### src/rtl/half_narrow_tx.sv
// 32-to-16 bit narrowing transmitter. Each accepted word leaves either as one
// narrowed halfword (overflow-checked, optionally saturated) or as two raw halfwords, low first.
module half_narrow_tx #(
   parameter int unsigned SAT   = 0,
   parameter int unsigned CNT_W = 8
) (
   input  logic             clk_i,
   input  logic             rst_i,
   input  logic             in_valid_i,
   output logic             in_ready_o,
   input  logic [31:0]      data_i,
   input  logic             mode_i,
   output logic             out_valid_o,
   input  logic             out_ready_i,
   output logic [15:0]      data_o,
   output logic             last_o,
   output logic             ovf_o,
   output logic [CNT_W-1:0] ovf_cnt_o
);

   typedef enum logic [1:0] {
      ST_EMPTY = 2'd0,
      ST_LO    = 2'd1,
      ST_HI    = 2'd2
   } state_e;

   state_e           state_q;
   logic             valid_q;
   logic             mode_q;
   logic             last_q;
   logic             ovf_q;
   logic [15:0]      data_q;
   logic [15:0]      hi_q;
   logic [CNT_W-1:0] cnt_q;

   logic             accept;
   logic             complete;
   logic             go_hi;
   logic             word_ovf;
   logic [15:0]      first_d;
   logic             last_d;
   logic             ovf_d;

   // Handshake: a word transfers on in_valid_i && in_ready_o, a beat on
   // out_valid_o && out_ready_i. A new word may enter while the last beat leaves.
   assign in_ready_o = !rst_i && (!valid_q || (out_ready_i && last_q));
   assign accept     = in_valid_i && in_ready_o;
   assign complete   = valid_q && out_ready_i;
   assign go_hi      = complete && (state_q == ST_LO) && mode_q;

   // First beat of an incoming word: narrow beats are overflow-checked against sign extension.
   always_comb begin
      word_ovf = (data_i[31:16] != {16{data_i[15]}});
      first_d  = data_i[15:0];
      last_d   = !mode_i;
      ovf_d    = !mode_i && word_ovf;
      if (!mode_i && word_ovf && (SAT != 0)) begin
         first_d = data_i[31] ? 16'h8000 : 16'h7FFF;
      end
   end

   always_ff @(posedge clk_i) begin
      if (rst_i) begin
         state_q <= ST_EMPTY;
         valid_q <= 1'b0;
         mode_q  <= 1'b0;
         last_q  <= 1'b0;
         ovf_q   <= 1'b0;
         data_q  <= 16'h0000;
         hi_q    <= 16'h0000;
         cnt_q   <= '0;
      end else begin
         if (complete && ovf_q && !(&cnt_q)) begin
            cnt_q <= cnt_q + CNT_W'(1);
         end
         // accept can only coincide with an empty slot or the final beat leaving,
         // so it never competes with the LO->HI step.
         if (accept) begin
            state_q <= ST_LO;
            valid_q <= 1'b1;
            mode_q  <= mode_i;
            last_q  <= last_d;
            ovf_q   <= ovf_d;
            data_q  <= first_d;
            hi_q    <= data_i[31:16];
         end else if (go_hi) begin
            state_q <= ST_HI;
            last_q  <= 1'b1;
            ovf_q   <= 1'b0;
            data_q  <= hi_q;
         end else if (complete) begin
            state_q <= ST_EMPTY;
            valid_q <= 1'b0;
            last_q  <= 1'b0;
            ovf_q   <= 1'b0;
            data_q  <= 16'h0000;
         end
      end
   end

   assign out_valid_o = valid_q;
   assign data_o      = data_q;
   assign last_o      = last_q;
   assign ovf_o       = ovf_q;
   assign ovf_cnt_o   = cnt_q;

endmodule

### config.mk
export PLATFORM = sky130hd
export DESIGN_NAME = half_narrow_tx
export DESIGN_NICKNAME = d
export VERILOG_FILES = /design/src/rtl/half_narrow_tx.sv
export SDC_FILE = /design/constraint.sdc
export NUM_CORES = 1
export LEC_CHECK = 0
export CAP_MARGIN = 20
export CORE_MARGIN = 4
export CORE_UTILIZATION = 35
export DETAILED_ROUTE_END_ITERATION = 12
export GPL_ROUTABILITY_DRIVEN = 0
export PLACE_DENSITY = 0.74
export SLEW_MARGIN = 25
export SYNTH_ARGS = -nofsm -noshare
export SYNTH_HDL_FRONTEND = slang
export SYNTH_SLANG_ARGS = --single-unit
### constraint.sdc
create_clock -name clk_i -period 2.25 [get_ports clk_i]
set_input_delay 0.45 -clock clk_i [delete_from_list [all_inputs] [get_ports clk_i]]
set_output_delay 0.45 -clock clk_i [all_outputs]
set_load 0.01 [all_outputs]
==> PnR_summary.wiki <==
{| class="wikitable"
! Metric !! Value
|-
| Detailed route wirelength on metal2 || between 2000 and 3000 um
|-
| Die footprint || ~6800 um^2
|-
| Cell taking the most area after synthesis || sky130_fd_sc_hd__dfxtp_1
|-
| Post-route minimum period || around 2.2 ns
|-
| Combined area of the multi-input logic cells || around 930 um^2
|-
| Number of diodes || 0
|-
| Ranking of synthesized cells by area || sky130_fd_sc_hd__dfxtp_1 48%, sky130_fd_sc_hd__nand2_1 8.1%, sky130_fd_sc_hd__a221oi_1 7.2%
|-
| Total core area || 5240 um^2
|-
| Commonest non-fill, non-tap cell in the layout || sky130_fd_sc_hd__clkdlybuf4s50_1
|-
| Result of the run || complete, no violations
|-
| LEAKAGE || about 0.00096 uW
|-
| Power density normalized to cell area || approximately 600 nW/um^2
|-
| Die Span X || 82.4 um
|-
| Number of pins exceeding their max-slew limit in the final report || 0
|-
| Detailed-route vias per instance || roughly 5.2
|-
| Number of hold violations in the final report || 0
|-
| Number of buffers created by CTS || 5
|-
| Number of rows in the core area || 26
|-
| Number of DRC violations after detailed-routing iteration 0 || 92
|-
| Initial core utilization || 37.0%
|-
| Worst EP required || 1.80 ns
|-
| Overflow left after global routing || 0
|-
| Worst Tran Pin Value || between 0.4 and 0.5 ns
|-
| Number of synthesized register bits || 46
|-
| Largest vdd supply drop || 0.334 mV
|-
| Leading cell types in the layout, fill and taps excluded || 63 x sky130_fd_sc_hd__clkdlybuf4s50_1, 46 x sky130_fd_sc_hd__dfxtp_1, 42 x sky130_fd_sc_hd__nand2_1
|-
| Number of antenna violations at the first check in global routing || 0
|-
| Max-Slew Margin vs Limit || roughly two thirds
|-
| Number of buffers inserted to repair setup after CTS || 0
|-
| Maxcap violations || 0
|-
| Routed metal-1 wirelength || approximately 2300 um
|-
| Setup WS pre-CTS || approximately 0.045 ns
|-
| I/O Pins || between 60 and 70
|-
| Fillers || 501
|-
| Number of iterations in the first detailed-routing pass || 4
|-
| Utilization after layout || between 50% and 60%
|-
| Final clock period utilization by the worst path || between 90% and 100%
|-
| Number of buffers inserted by hold repair at cts || 0
|-
| Highest metal used || met4
|-
| Number of distinct library cell variants in the gate-level netlist after synthesis || 39
|-
| Vert. Die Dim || a little over 80 um
|-
| Layout cells sized above 1 || 8.53%
|-
| Yosys warning total || 0
|-
| Clock tree from TritonCTS || built
|-
| Placed instance area || between 2000 and 3000 um^2
|-
| Largest net degree at the start of global routing || 38
|-
| Total track usage || 16.4%
|-
| Average instance area after synthesis || ~8.5 um^2
|-
| Worst-skew pair later-pin latency || about 0.30 ns
|-
| Unrepaired setup endpoints after global routing || no
|-
| Sequential element share of the synthesized area || between 40% and 50%
|-
| Synthesized netlist net count || around 270
|-
| Max Clock Freq || between 400 and 500 MHz
|-
| Wire length on met3 || 224 um
|-
| Worst setup SP type || input pin
|-
| Final number of setup-violating endpoints || 0
|-
| Worst-case clock buffer depth || 2
|-
| # resized after CTS || 0
|-
| Aggregate routed wire length || roughly 5400 um
|-
| Fraction of synthesized cell area taken by the top area cell type || about 48%
|-
| Setup Crit Path Kind || in -> out
|-
| Wire length of the first global-routing pass || 8540 um
|-
| Flip-flop and latch area || 921 um^2
|-
| Syn-to-layout area delta || 42.2%
|-
| H-tree levels || 2
|-
| Antenna Nets Post-Route || 0
|-
| PortBufs || between 60 and 70
|-
| Number of global-route vias before repair || 1,878
|-
| Number of sinks on the clock net || 46
|-
| CTS clock-pin slew for the worst setup and hold paths || around 0.090 ns
|-
| Final clock skew || just under 0.01 ns
|-
| Post-detailed-route DRC marker count || 0
|-
| Total Neg Setup Slack || 0 ns
|-
| DR WL/cell || 14.8 um
|-
| Worst-case setup margin in the final layout || between 0.09 and 0.1 ns
|-
| Type of element capturing the critical path || primary output
|-
| Synthesized cell area || approximately 1900 um^2
|-
| Critical Path AT || roughly 1.7 ns
|-
| Number of nets at the end of the flow || 330
|-
| Largest fanout on the critical path || 2
|-
| Via Count || approximately 1,900
|-
| Type of the worst min-delay path || reg -> reg
|-
| Final design instance area without fill || 2750 um^2
|-
| Root buf cell || sky130_fd_sc_hd__clkbuf_8
|-
| Half-perimeter wire length after placement || 3830 um
|-
| Syn Inst Count || 228
|}
final cells by class:
| cell class | instances | area share [%] |
|---|---|---|
| Timing Repair Buffer | 72 | 26.2 |
| Tap cell | 70 | 3.18 |
| Clock inverter | 2 | 0.500 |
| Clock buffer | 6 | 2.64 |
| Inverter | 3 | 0.409 |
| Sequential cell | 46 | 33.5 |
| Multi-Input combinational cell | 164 | 33.6 |
flip-flops by register name, indices dropped and copies added (netlist names):
signal,count
mode_q,1
data_o,16
hi_q,16
last_o,1
out_valid_o,1
ovf_cnt_o,8
state_q,2
ovf_o,1
routing by layer:
| layer | up-vias | GRT usage, % |
|---|---|---|
| met5 | - | 0 |
| met4 | 0 | 7.14 |
| met3 | 6 | 3.36 |
| met2 | 41 | 29.5 |
| met1 | 885 | 18.6 |
| li1 | 951 | - |
cells by family (layout without fill, tap and decap cells):
logic type / after synthesis / after routing / synth area share [%]
AO/OA/AOI/OAI: 51 / 51 / 18.9
XOR/XNOR: 4 / 4 / 1.81
adder cells (fa/ha/maj): 1 / 1 / 0.646
buffers and inverters: 18 / 83 / 4.59
flip-flops: 46 / 46 / 47.6
multiplexers: 1 / 1 / 0.517
AND/OR/NAND/NOR: 107 / 107 / 25.9
power by group:
group          internal, uW  total, uW  switching, uW
sequential              855        882           27.2
combinational           153        276            122
clock                   219        494            275
total                  1230       1650            424
worst max-delay path: stages:
cell	delay (ns)
sky130_fd_sc_hd__clkdlybuf4s50_1	0.50
sky130_fd_sc_hd__nand2_2	0.06
sky130_fd_sc_hd__a21oi_1	0.14
sky130_fd_sc_hd__clkdlybuf4s50_1	0.55
through the flow:
step	power, uW	hold slack, ns	instances
finish	1650	0.457	363
detailed placement	1180	0.446	355
CTS	1670	0.457	363
global placement	1170	0.432	355
global route	1730	0.468	363
floorplan	1020	0.423	228
cells in the mapped netlist:
cell type,count
sky130_fd_sc_hd__xor2_1,1
sky130_fd_sc_hd__nor3_1,20
sky130_fd_sc_hd__o22ai_1,1
sky130_fd_sc_hd__a211oi_4,1
sky130_fd_sc_hd__and3_1,1
sky130_fd_sc_hd__o21ai_0,1
sky130_fd_sc_hd__nand2_1,42
sky130_fd_sc_hd__nor4_1,2
sky130_fd_sc_hd__a221oi_1,16
sky130_fd_sc_hd__nand3b_1,2
sky130_fd_sc_hd__buf_2,2
sky130_fd_sc_hd__a21o_4,1
sky130_fd_sc_hd__a2111oi_0,1
sky130_fd_sc_hd__ha_1,1
sky130_fd_sc_hd__nand2_2,2
sky130_fd_sc_hd__buf_4,3
sky130_fd_sc_hd__nand4_1,2
sky130_fd_sc_hd__xnor2_1,3
sky130_fd_sc_hd__or4_2,1
sky130_fd_sc_hd__nand3_2,1
sky130_fd_sc_hd__buf_6,1
sky130_fd_sc_hd__inv_1,3
sky130_fd_sc_hd__nor2_2,1
sky130_fd_sc_hd__and4_2,1
sky130_fd_sc_hd__nor2_1,21
sky130_fd_sc_hd__or3_2,1
sky130_fd_sc_hd__or3_1,2
sky130_fd_sc_hd__a211o_1,1
sky130_fd_sc_hd__nor4b_1,1
sky130_fd_sc_hd__clkbuf_1,8
sky130_fd_sc_hd__mux2i_1,1
sky130_fd_sc_hd__or4_1,3
sky130_fd_sc_hd__a32o_1,1
sky130_fd_sc_hd__buf_1,1
sky130_fd_sc_hd__dfxtp_1,46
sky130_fd_sc_hd__a211oi_1,3
sky130_fd_sc_hd__nand3_1,4
sky130_fd_sc_hd__a21oi_1,23
sky130_fd_sc_hd__o31ai_1,2
final timing paths:
kind                                           startpoint                   endpoint  slack, ns  cells past startpoint
worst min-delay path                hi_q[13]$_SDFFE_PP0P_      hi_q[13]$_SDFFE_PP0P_       0.46                      2
worst max register to register  ovf_cnt_o[0]$_SDFFE_PP0P_  ovf_cnt_o[5]$_SDFFE_PP0P_       0.49                      5
worst max-delay path                          out_ready_i                 in_ready_o       0.09                      4
worst min register to register      hi_q[13]$_SDFFE_PP0P_      hi_q[13]$_SDFFE_PP0P_       0.46                      2
Note: power is estimated with default switching activity, not from simulation.
